--- config.mk ---
export PLATFORM = sky130hd
export DESIGN_NAME = f1_start_seq
export DESIGN_NICKNAME = d
export VERILOG_FILES = /design/src/rtl/f1_pkg.sv /design/src/rtl/lfsr7.sv /design/src/rtl/f1_start_seq.sv
export SDC_FILE = /design/constraint.sdc
export NUM_CORES = 1
export LEC_CHECK = 0
export ABC_AREA = 1
export ABC_CLOCK_PERIOD_IN_PS = 1900
export BUFFER_PORTS_ARGS = -buffer_cell sky130_fd_sc_hd__buf_2
export CAP_MARGIN = 5
export CORE_ASPECT_RATIO = 2
export CORE_MARGIN = 2
export CORE_UTILIZATION = 25
export DETAILED_ROUTE_END_ITERATION = 7
export GPL_TIMING_DRIVEN = 0
export PLACE_DENSITY_LB_ADDON = 0.3
export SYNTH_ARGS = -nofsm -noshare
export SYNTH_HDL_FRONTEND = slang
export SYNTH_SLANG_ARGS = --single-unit
--- constraint.sdc ---
create_clock -name clk -period 1.9 [get_ports clk]
set_clock_uncertainty 0.05 [all_clocks]
set_input_delay 0.19 -clock clk [delete_from_list [all_inputs] [get_ports clk]]
set_output_delay 0.19 -clock clk [all_outputs]
set_load 0.02 [all_outputs]
--- src/rtl/f1_pkg.sv ---
// ----------------------------------------------------------------------------
// f1_pkg
// Shared types and constants for the F1 start-light sequence blocks.
//   seq_state_t  : start-sequence controller states
//   LFSR_SEED    : non-zero reset value of the hold-delay LFSR
//   LFSR_TAPS    : tap mask for x^7 + x^3 + 1 (bits 6 and 2)
//   N_LIGHTS_DEF : default light FSM depth
// ----------------------------------------------------------------------------
package f1_pkg;

   typedef enum logic [2:0] {
      ST_IDLE,
      ST_LIGHT,
      ST_HOLD,
      ST_GO,
      ST_DONE,
      ST_FAULT
   } seq_state_t;

   localparam logic [6:0] LFSR_SEED    = 7'h01;
   localparam logic [6:0] LFSR_TAPS    = 7'b100_0100;
   localparam int         N_LIGHTS_DEF = 8;

endpackage

--- src/rtl/lfsr7.sv ---
// ----------------------------------------------------------------------------
// lfsr7
// Free-running Fibonacci LFSR (x^7 + x^3 + 1), advances every clock.
// Ports:
//   clk   : system clock, rising edge
//   rst_n : asynchronous active-low reset, loads LFSR_SEED
//   q     : current LFSR state (never zero)
// ----------------------------------------------------------------------------
module lfsr7
   import f1_pkg::*;
#(
   parameter int W = 7
) (
   input  logic         clk,
   input  logic         rst_n,
   output logic [W-1:0] q
);

   logic [W-1:0] r_q;
   logic         w_fb;

   assign w_fb = ^(r_q & W'(LFSR_TAPS));

   always_ff @(posedge clk or negedge rst_n) begin
      if (!rst_n) r_q <= W'(LFSR_SEED);
      else        r_q <= {r_q[W-2:0], w_fb};
   end

   assign q = r_q;

endmodule

--- src/rtl/f1_start_seq.sv ---
// ----------------------------------------------------------------------------
// f1_start_seq
// Start-sequence controller: steps the light FSM once per tick until all
// lights are lit, holds for a pseudo-random number of ticks, clears the
// lights and measures the driver's reaction time. Early react = jump start.
// Ports:
//   clk        : system clock, rising edge
//   rst        : asynchronous active-low reset
//   tick       : one-cycle pacing pulse
//   trigger    : start request
//   react      : driver button
//   light_step : light FSM enable, one pulse per light (Mealy)
//   light_clr  : light FSM clear (all lights off)
//   done       : valid reaction result held
//   jump_start : react seen before lights out
//   react_time : reaction time in clk cycles (saturating)
// ----------------------------------------------------------------------------
module f1_start_seq
   import f1_pkg::*;
#(
   parameter int N_LIGHTS = N_LIGHTS_DEF,
   parameter int LFSR_W   = 7,
   parameter int TIME_W   = 16
) (
   input  logic              clk,
   input  logic              rst,
   input  logic              tick,
   input  logic              trigger,
   input  logic              react,
   output logic              light_step,
   output logic              light_clr,
   output logic              done,
   output logic              jump_start,
   output logic [TIME_W-1:0] react_time
);

   localparam int                CNT_W = (N_LIGHTS > 1) ? $clog2(N_LIGHTS) : 1;
   localparam logic [CNT_W-1:0]  LAST  = CNT_W'(N_LIGHTS - 1);
   localparam logic [TIME_W-1:0] T_MAX = '1;

   seq_state_t        r_state;
   logic [CNT_W-1:0]  r_count;
   logic [LFSR_W-1:0] r_delay;
   logic [TIME_W-1:0] r_rtc;
   logic [TIME_W-1:0] r_react_time;
   logic [LFSR_W-1:0] w_lfsr;

   lfsr7 #(.W(LFSR_W)) u_lfsr (
      .clk   (clk),
      .rst_n (rst),
      .q     (w_lfsr)
   );

   always_ff @(posedge clk or negedge rst) begin
      if (!rst) begin
         r_state      <= ST_IDLE;
         r_count      <= '0;
         r_delay      <= '0;
         r_rtc        <= '0;
         r_react_time <= '0;
      end else begin
         case (r_state)
            ST_IDLE: begin
               if (trigger) begin
                  r_state <= ST_LIGHT;
                  r_count <= '0;
               end
            end
            // react beats tick: a jump start suppresses the step pulse
            ST_LIGHT: begin
               if (react) begin
                  r_state <= ST_FAULT;
               end else if (tick) begin
                  r_count <= r_count + 1'b1;
                  if (r_count == LAST) begin
                     r_state <= ST_HOLD;
                     r_delay <= w_lfsr;
                  end
               end
            end
            ST_HOLD: begin
               if (react) begin
                  r_state <= ST_FAULT;
               end else if (tick) begin
                  if (r_delay == LFSR_W'(1)) begin
                     r_state <= ST_GO;
                     r_rtc   <= '0;
                  end else begin
                     r_delay <= r_delay - 1'b1;
                  end
               end
            end
            // rtc counts completed GO cycles, so react in the k-th cycle
            // sees rtc = k-1 and latches k
            ST_GO: begin
               if (react) begin
                  r_react_time <= (r_rtc == T_MAX) ? T_MAX : r_rtc + 1'b1;
                  r_state      <= ST_DONE;
               end else if (r_rtc != T_MAX) begin
                  r_rtc <= r_rtc + 1'b1;
               end
            end
            ST_DONE, ST_FAULT: begin
               if (trigger) begin
                  r_state      <= ST_LIGHT;
                  r_count      <= '0;
                  r_react_time <= '0;
               end
            end
            default: r_state <= ST_IDLE;
         endcase
      end
   end

   assign light_step = (r_state == ST_LIGHT) & tick & ~react;
   assign light_clr  = ~((r_state == ST_LIGHT) | (r_state == ST_HOLD));
   assign done       = (r_state == ST_DONE);
   assign jump_start = (r_state == ST_FAULT);
   assign react_time = r_react_time;

endmodule

---- Yosys cells after proc, flatten, opt, wreduce, memory -nomap -nowiden ----
Cells that the tools add are included.
word-level totals
  flip-flop bits (word level) ............. 52
  output and inout port bits .............. 20
operators by class
  add/subtract/negate cells ............... 3
  eq/ne operators ......................... 25
  multiplexer cells ....................... 30
  bitwise gates (word level) .............. 5
  reduce and logical (&&, ||, !) cells .... 13
operator list
  cell                                                 number
  2-to-1 mux 16 bit                                    8
  case mux 16 bit (2 select lines)                     2
  2-to-1 mux 7 bit                                     6
  2-to-1 mux 3 bit                                     11
  inequality test 2 bit, second input constant         11
  adder 16 x 1 -> 16 bit, second input constant        1
  equality test 16 bit, second input constant          1
  inequality test 16 bit, second input constant        1
  case mux 7 bit (2 select lines)                      1
  inequality test 3 bit, second input constant         4
  case mux 3 bit (4 select lines)                      1
  AND reduction 6 bit                                  2
  equality test 3 bit, second input constant           3
  nonzero test 2 bit                                   4
  equality test 7 x 1 -> 1 bit, second input constant  1
  AND reduction 7 bit                                  1
  XOR reduction 7 bit                                  1
  subtractor 7 x 1 -> 7 bit, second input constant     1
  equality test 3 x 2 -> 1 bit, second input constant  2
  case mux 3 bit (2 select lines)                      1
  AND reduction 4 bit                                  1
  adder 3 x 1 -> 3 bit, second input constant          1
  equality test 3 x 1 -> 1 bit, second input constant  1
  zero test 3 bit                                      1
  7 further kinds                                      9

---- Logic depth before layout (Yosys ltp) ----
Gate-level depths: netlist of the first run.
  word-level depth ........................ 5
  gate-level depth with buffers ........... 12
  gate-level depth less buffers ........... 11

---- By module ----
From an unflattened synthesis of the first run, not the netlist that was laid out.
second synthesis, totals
  cells, all modules ...................... 402
  area total of the unflattened synthesis .. 2960.3 sq um
by module, submodules not included
  module        times used  cells an instance  area each (sq um)
  f1_start_seq  1           390                2765.2
  lfsr7         1           12                 195.2

---- Worst setup path after synthesis of the first run ----
Ideal clock, no wire load.
  path type ............................... register to register
  start ................................... register r_rtc[0]
  end ..................................... register r_rtc[5]
  data arrival time ....................... 1.418 ns
  data required time ...................... 1.733 ns
  path slack .............................. 0.315 ns
  cell stages (with the launch flop) ...... 10
  path buffers ............................ 1
  cells stage by stage .................... dfrtp_1 -> ha_1 -> nand2_4 -> nor2_8 -> nand2_4 -> o21ai_2 -> nand2_2 -> buf_2 -> nand3_1 -> nand2_1
between the ends
  longest elaborated chain between the ends .. 4
  elaborated cells between the ends (all ways) .. 7
RTL lines
  element                           RTL line             source
  start: declaration                f1_start_seq.sv:44   logic [TIME_W-1:0] r_rtc;
  start signal: assignment          f1_start_seq.sv:100  r_rtc <= r_rtc + 1'b1;
  adder 16 x 1 -> 16 bit            f1_start_seq.sv:100
  2-to-1 mux 16 bit                 f1_start_seq.sv:99   end else if (r_rtc != T_MAX) begin
  2-to-1 mux 16 bit                 f1_start_seq.sv:96   if (react) begin
  case mux 16 bit (2 select lines)  f1_start_seq.sv:62   case (r_state)
Several ways; a longest one is shown, not always the timed one. The select of a mux whose other input is x is not followed.
A chain may end at the register's enable or synchronous reset.

---- Worst setup path in the final report of the first run ----
  start ................................... register r_rtc[0]
  end ..................................... register r_react_time[4] (netlist: react_time[4])
between the ends
  longest elaborated chain between the ends .. 4
  elaborated cells between the ends (all ways) .. 5
RTL lines
  element                                                         RTL line            source
  adder 16 x 1 -> 16 bit or equality test 16 bit (tied branches)  f1_start_seq.sv:97  r_react_time <= (r_rtc == T_MAX) ? T_MAX : r_rtc + 1'b1;
  2-to-1 mux 16 bit *                                             f1_start_seq.sv:97
  2-to-1 mux 16 bit *                                             f1_start_seq.sv:96
  case mux 16 bit (2 select lines) *                              f1_start_seq.sv:62
  end signal: assignment                                          f1_start_seq.sv:97
  end: declaration                                                f1_start_seq.sv:45  logic [TIME_W-1:0] r_react_time;
Mark *: on every way between the ends. The rest lies on a longest branch, timed or not. The select of a mux whose other input is x is not followed.

==> run metrics, run 1 <==
CP arrival 1960 ps; Synth warnings 0; setup TNS 0 ps; Total GRT Usage 13.2%; Setup crit end kind flip-flop; Fmax 559 MHz; Max Cap Viol 0; Post-Route WL 7.68 mm; Worst-Margin Slew about 680 ps; final hold violations 0; core area ~12000 um2; # rows 56; Setup CP Type flip-flop to flip-flop; GRT overflow 0; Setup crit start kind flip-flop; via count 2657; commonest non-fill, non-tap cell in the layout nand2_1; Leak 1.87 nW; HP Class primary input to flip-flop; Crit. Startpoint r_rtc[0]; worst r2r path cells 6; R2R setup slack 110 ps; post-placement cell area 3270 um2; post-synthesis sequential area ratio 43.9%; Critical Path RT 2070 ps; 1st-iter DRT viols 102; Main synth FF type dfrtp_1; residual DRC count 0; number of synthesized flops with an enable pin 0; PortBufs 24; status completed; most frequent cells in the layout nand2_1 (180), dfrtp_1 (51), nor2_1 (39), inv_1 (30), nand3_1 (29); detailed placer's ending HPWL 5.88 mm; WL per Instance 13.0 um; CTS sink cnt 52; largest net degree at the start of global routing 53; Die X 81.0 um; DRT Pass-1 Iters 4; final instance area between 3000 and 4000 um2; CTS Buffer Depth 2; VDD IR max 549 uV; Clock Pin Slew Worst Setup and Hold Paths 70 ps; DIE AREA 12800 um2; starting density of the core 25.5%; # H-tree levels 2; post-route ant nets 0; cell area after synthesis 2960 um2; P&R area growth vs syn 16.0%; Power Total between 3 and 4 mW; clk root buf clkbuf_16; Hold EP r_state[2]; first-pass GRT wire length 12.9 mm; vias in the first global route 2741; ys async rst share 100%; reg2reg end react_time[4]; RR Startpoint r_rtc[0]; Via-to-Cell Ratio 4.49; Worst Path Max Fanout 8; syn nets ~420; share of post-route cells with drive strength above 1 14.8%; max-slew violations 0; # setup viols final 0; hold path depth 4; number of inserted diodes 0; CTS tree built; pwr dens ~1000 nW/um2; flops & latches, synth 52; die height 158 um; Final #Nets roughly 460; syn avg cell area approximately 7.2 um2; minimum clock period between 1500 and 2000 ps; gpl congestion around 0.87; total CTS buffers 5; I/O pins 25; antenna violations before repair 0; cell count after synthesis 414; library cells used by synthesis 35; Slew HR 54.7%; hold_sp trigger; Worst-Skew Late Latency 300 ps; Final Cycle Share 94.1%; Core Util, Final 29.6%
## how the worst max path moves through the flow
stage | slack [ps] | cells past startpoint | endpoint
floorplan | 320 | 9 | r_rtc[5]
global placement | 40 | 7 | react_time[9]
global route | -0.06 | 10 | r_rtc[10]
finish | 110 | 6 | react_time[4]
detailed placement | -10 | 7 | react_time[9]
CTS | 40 | 7 | react_time[13]
## cell usage after synthesis (4+ instances only)
| cell | number | area, um2 |
|---|---|---|
| nand2_1 | 180 | 676 |
| dfrtp_1 | 51 | 1280 |
| nor2_1 | 40 | 150 |
| inv_1 | 30 | 113 |
| nand3_1 | 29 | 145 |
| o21ai_0 | 15 | 75.1 |
| a21oi_1 | 7 | 35.0 |
| inv_2 | 6 | 22.5 |
| nand4_1 | 6 | 37.5 |
| ha_1 | 5 | 62.6 |
| nor2_2 | 4 | 25.0 |
## worst max-delay path, cell delays in order, from the launching register on
cell     delay [ps]
dfrtp_1         400
ha_2            230
nand2_4          90
nor2_4          220
nand4_1         340
and2_1          270
o21ai_1         110
## per-stage QoR
stage	hold slack (ps)	setup slack (ps)	cells
after detailed placement	310	-10.1	583
after floorplan	-156	315	414
after CTS	139	37.5	591
after global placement	318	42.2	583
final	151	112	592
after global routing	178	-0.0644	592
## layout make-up
type	count	area [um2]
clock buffer	6	139
buffer	6	35.0
fill	1330	8190
inverter	37	139
tap	145	181
clock inverter	2	10.0
multi-input combinational	318	1490
sequential	52	1300
timing repair buffer	26	140
## kinds of logic after synthesis
| group | synth area share, % |
|---|---|
| simple gates | 40.6 |
| flops | 43.9 |
| buf+inv | 5.95 |
| compound gates | 5.66 |
| xor+xnor | 1.77 |
| fa+ha+maj | 2.11 |
## power breakdown
part	internal, mW	switching [mW]
clock network	0.520	0.407
logic	0.396	0.937
registers	1.22	0.111
## flip-flops by register name, summed over array words and instances (netlist names)
signal	count
u_lfsr.q	7
r_rtc	16
r_delay	7
r_count	3
react_time	16
r_state	3
## layer usage
metal / vias to the layer above / share of wire (%) / GRT usage [%]
met4: 0 / 3.8 / 7.75
met2: 53 / 57 / 25.0
met3: 16 / 2.5 / 2.00
met5: - / 0 / 0
li1: 1356 / - / -
met1: 1232 / 37 / 12.9
## repair_timing
action / CTS / global route
setup endpoints to repair: 3 / 29
endpoints found under the hold margin: 0 / 51
setup buffers: 0 / 1
gates resized for setup: 1 / 4
hold buffers: 0 / 1
Power figures use the tool's default switching activity.
==> run 2: changes to the inputs <==
- CORE_UTILIZATION: 25 -> 60
- CTS_CLUSTER_DIAMETER: default -> 200
==> run metrics, run 2 (same netlist as run 1, synthesis figures left out) <==
Worst Path Buf+Inv 1 (+1); Final Cycle Share 94.5% (+0.42 points); Post-Route WL 6.73 mm (-12%); fillers 412 (-69%); Leak 1.87 nW (about the same); CTS sink cnt 52 (unchanged); R2R setup slack 100 ps (about the same); Pint 2.05 mW (-4.0%); most frequent cells in the layout nand2_1 (180), dfrtp_1 (51), nor2_1 (39), inv_1 (30), nand3_1 (29); # setup viols final 0 (unchanged); HP Class primary input to flip-flop; detailed placer's ending HPWL 4.97 mm (-15%); residual DRC count 0 (unchanged); via count 2706 (+1.8%); hold_sp trigger; pwr dens 1030 nW/um2 (-1.1%); GRT overflow 0 (unchanged); CTS Buffer Depth 2 (unchanged); P&R area growth vs syn 12.2%; number of inserted diodes 0 (unchanged); Clk pwr share 23.7% (-2.1 points); DIE AREA 5550 um2 (-57%); top cell family by delay on the critical path simple AND/OR/NAND/NOR gates; RR Startpoint r_rtc[0]; VDD IR max 897 uV (+63%); gpl congestion 0.891 (+2.5%); total CTS buffers 5 (unchanged); Total GRT Usage 27.5% (+14 points); DRT Pass-1 Iters 4 (unchanged); post-placement cell area 3160 um2 (-3.4%); Worst-Skew Late Latency 320 ps (+20 ps); largest net degree at the start of global routing 53 (unchanged); Max Cap Viol 0 (unchanged); Critical Path RT 2110 ps (+40 ps); Clock Pin Slew Worst Setup and Hold Paths 100 ps (+30 ps); share of post-route cells with drive strength above 1 14.5% (-0.29 points); Final #Nets 458 (+0.44%); status completed; setup TNS 0 ps (unchanged); antenna violations before repair 0 (unchanged); crit-path most repeated cell nand2_4; # rows 36 (-36%); critical path, cell by cell ha_1 > nand2_4 > nor2_8 > nand2_4 > o21ai_2 > nand2_2 > nand2_4 > buf_6 > nand2_1 > nand2_1; Gate power share 37.5% (+0.4 points); final hold violations 0 (unchanged); Fmax 557 MHz (-0.45%); Power Total 3.43 mW (-4.3%); P_sw 1.38 mW (-4.8%); Setup crit start kind flip-flop; Die X 53.7 um (-34%); first-pass GRT wire length 11.2 mm (-13%); CTS tree built; max-slew violations 0 (unchanged); crit path max-delay cell type dfrtp_1; I/O pins 25 (unchanged); Setup CP Type flip-flop to flip-flop; minimum clock period 1800 ps (+8.06 ps); Worst Path Max Fanout 10 (+2); post-route ant nets 0 (unchanged); Worst-Margin Slew 661 ps (-18.5 ps); PortBufs 24 (unchanged); Sequential Power Share 38.8% (+1.7 points); Slew HR 55.9% (+1.2 points); final instance area 3330 um2 (-3.3%); Setup crit end kind flip-flop; CP arrival 2010 ps (+50 ps); clk root buf clkbuf_8; Crit. Startpoint r_rtc[0]; RSZ-0062 raised after global routing false; starting density of the core 61.5% (+36 points); Switching Share 40.3% (-0.20 points); WL per Instance 13.3 um (+2.5%); core area 4820 um2 (-59%); Max stage delay on crit path 410 ps (about the same); commonest non-fill, non-tap cell in the layout nand2_1; Via-to-Cell Ratio 5.35 (+19%); # H-tree levels 2 (unchanged); die height 103 um (-35%); vias in the first global route 2709 (-1.2%); 1st-iter DRT viols 59 (-42%)
-- run 2: final timing paths --
check / endpoint / depth (start not counted)
worst max-delay path: r_rtc[6] / 10
worst min-delay path: r_state[2] / 4
worst max register to register: r_rtc[6] / 10
worst min register to register: u_lfsr.q[5] / 0
max in group asynchronous: r_state[2] / 3
min in group asynchronous: react_time[2] / 2
-- run 2: power groups by stage --
| stage | logic [mW] | registers (mW) | clock network (mW) |
|---|---|---|---|
| floorplan | 0.940 | 1.34 | 0 |
| global placement | 1.22 | 1.35 | 0 |
| detailed placement | 1.25 | 1.35 | 0 |
| CTS | 1.26 | 1.33 | 0.820 |
| global route | 1.47 | 1.35 | 0.873 |
| finish | 1.29 | 1.33 | 0.813 |
-- run 2: per-stage QoR --
step	cells	setup WS, ps	hold slack, ps	util (%)
floorplan	414	315	-156	-
global placement	495	105	314	65.5
detailed placement	495	68.6	317	65.5
CTS	503	43.6	75.7	68.0
global route	506	4.70	173	69.0
finish	506	104	132	69.0
-- run 2: repair_timing --
item,in CTS,in global routing
hold endpoints to repair,0,26
setup buffers,0,1
hold buffers,0,1
gates resized for setup,0,2
endpoints found under the setup margin,0,11
-- run 2: worst register-to-register path, cell delays in order (launching register included) --
cell     delay (ps)
dfrtp_1         410
ha_1            230
nand2_4         110
nor2_8          140
nand2_4          90
o21ai_2         200
nand2_2         100
nand2_4         120
buf_6           160
nand2_1          70
nand2_1          80
-- run 2: layer usage --
metal / wire length, um / vias to the layer above / share of wire, % / global-route usage, %
met3: 176 / 22 / 2.6 / 4.45
met5: 0 / - / 0 / 0
met1: 2520 / 1265 / 37 / 27.5
met2: 3760 / 56 / 56 / 49.2
li1: - / 1363 / - / -
met4: 274 / 0 / 4.1 / 18.9
-- run 2: layout make-up --
type | instances | area, um2 | share of cell area, %
multi-input cells | 318 | 1490 | 44.8
flip-flops and latches | 52 | 1300 | 39.2
repair buffers | 27 | 165 | 4.96
inverters | 37 | 139 | 4.17
clock buffers | 6 | 82.6 | 2.48
well taps | 57 | 71.3 | 2.14
clock inverters | 2 | 38.8 | 1.17
plain buffers | 7 | 37.5 | 1.13
==> run 3: changes to the inputs <==
--- a/constraint.sdc
+++ b/constraint.sdc
@@ -3,3 +3,3 @@
 set_input_delay 0.19 -clock clk [delete_from_list [all_inputs] [get_ports clk]]
 set_output_delay 0.19 -clock clk [all_outputs]
-set_load 0.02 [all_outputs]
+set_load 0.05 [all_outputs]
==> run metrics, run 3 (same netlist as run 1, synthesis figures left out) <==
Worst-Margin Slew 661 ps (unchanged); Via-to-Cell Ratio 5.35 (about the same); setup TNS 0 ps (unchanged); CTS tree built; Pint 2.05 mW (+0.22%); R2R setup slack 100 ps (about the same); Sequential Power Share 37.7% (-1.1 points); Worst Path Max Fanout 10 (unchanged); largest net degree at the start of global routing 53 (unchanged); Final #Nets 458 (unchanged); CTS sink cnt 52 (unchanged); post-route ant nets 0 (unchanged); number of inserted diodes 0 (unchanged); Total GRT Usage 27.5% (unchanged); RSZ-0062 raised after global routing false; worst r2r path cells 10 (unchanged); crit path capture r_rtc[6]; DIE AREA 5550 um2 (unchanged); Post-Route WL 6.73 mm (about the same); minimum clock period 1800 ps (-0.00100 ps); final hold violations 0 (unchanged); VDD IR max 897 uV (about the same); total CTS buffers 5 (unchanged); WL per Instance 13.3 um (about the same); final std cells w/o fill 506 (unchanged); RR Startpoint r_rtc[0]; Worst-Skew Late Latency 320 ps (about the same); Gate power share 39.3% (+1.8 points); Slew HR 55.9% (unchanged); GRT overflow 0 (unchanged); CTS Buffer Depth 2 (unchanged); starting density of the core 61.5% (unchanged); Clock Pin Slew Worst Setup and Hold Paths 100 ps (about the same); Clk pwr share 23.0% (-0.7 points); Setup CP Type flip-flop to flip-flop; Max Cap Viol 0 (unchanged); share of post-route cells with drive strength above 1 14.5% (unchanged); detailed placer's ending HPWL 4.97 mm (unchanged); Die X 53.7 um (unchanged); Hold WS 132 ps (-0.0100 ps); vias in the first global route 2709 (unchanged); P_sw 1.48 mW (+7.2%); # setup viols final 0 (unchanged); Setup crit end kind flip-flop; reg2reg end r_rtc[6]; HP Class primary input to flip-flop; pwr dens 1060 nW/um2 (+2.8%); Switching Share 42.0% (+1.6 points); antenna violations before repair 0 (unchanged); CP arrival 2010 ps (about the same); # H-tree levels 2 (unchanged); Critical Path RT 2110 ps (about the same); # rows 36 (unchanged); Setup crit start kind flip-flop; Leak 1.87 nW (about the same); clk root buf clkbuf_8; die height 103 um (unchanged); first-pass GRT wire length 11.2 mm (unchanged); core area 4820 um2 (unchanged); most frequent cells in the layout nand2_1 (180), dfrtp_1 (51), nor2_1 (39), inv_1 (30), nand3_1 (29); via count 2705 (-0.037%); status completed; Crit. Startpoint r_rtc[0]; dpl cells 495 (unchanged); Fmax 557 MHz (unchanged); P&R area growth vs syn 12.5%; gpl congestion 0.891 (unchanged); 1st-iter DRT viols 59 (unchanged); PortBufs 24 (unchanged); I/O pins 25 (unchanged); commonest non-fill, non-tap cell in the layout nand2_1; Final Cycle Share 94.5% (about the same); max-slew violations 0 (unchanged); DRT Pass-1 Iters 4 (unchanged); residual DRC count 0 (unchanged)
==> run 3: cell types whose count changed in the layout (fill, tap and decap cells not counted) <==
cell,change
buf_2,-1
buf_6,+1
==> run 3: worst max-delay path, stage by stage (launching register included) <==
cell and delay [ps]:
dfrtp_1 410, ha_1 230, nand2_4 100, nor2_8 140, nand2_4 80, o21ai_2 200
nand2_2 100, nand2_4 120, buf_6 160, nand2_1 70, nand2_1 80
==> run 3: power by group through the flow <==
stage	clock (mW)	sequential (mW)	combinational [mW]
floorplan	0	1.37	1.01
global placement	0	1.35	1.32
detailed placement	0	1.35	1.35
CTS	0.820	1.33	1.36
global route	0.873	1.35	1.57
finish	0.813	1.33	1.39
==> run 3: metal layers <==
layer  part of all wire (%)  vias to the layer above  track usage, %
met4                    4.1                        0            18.9
met1                     37                     1264            27.5
met5                      0                        -               0
met3                    2.6                       22            4.45
li1                       -                     1363               -
met2                     56                       56            49.2
==> run 3: stage by stage <==
stage | setup slack [ps] | cell area (um2) | total power [mW] | util, %
after global routing | 4.70 | 3330 | 3.79 | 69.2
final | 104 | 3330 | 3.54 | 69.2
after CTS | 43.6 | 3280 | 3.51 | 68.0
after global placement | 105 | 3160 | 2.66 | 65.5
after detailed placement | 68.6 | 3160 | 2.71 | 65.5
after floorplan | 66.0 | 2960 | 2.38 | -
==> run 3: final cells by class <==
cell class                 count  area (um2)
inverter                      37         139
buffer                         7        37.5
clock buffer                   6        82.6
clock inverter                 2        38.8
sequential                    52        1300
tap                           57        71.3
timing repair buffer          27         171
fill                         411        1490
multi-input combinational    318        1490
==> run 3: what timing repair did <==
item / in CTS / in global routing
gates resized for setup: 0 / 5
endpoints found under the setup margin: 0 / 12
buffers inserted: 0 / 1
hold buffers: 0 / 1
hold endpoints to repair: 0 / 26
==> run 3: worst min path at each step <==
stage | cells after the start | from | end | slack (ps)
after floorplan | 0 | rst | r_count[0] | -160
after detailed placement | 0 | u_lfsr.q[4] | u_lfsr.q[5] | 320
after global routing | 4 | trigger | r_state[2] | 170
final | 4 | trigger | r_state[2] | 130
after global placement | 0 | u_lfsr.q[4] | u_lfsr.q[5] | 310
after CTS | 1 | rst | react_time[2] | 80
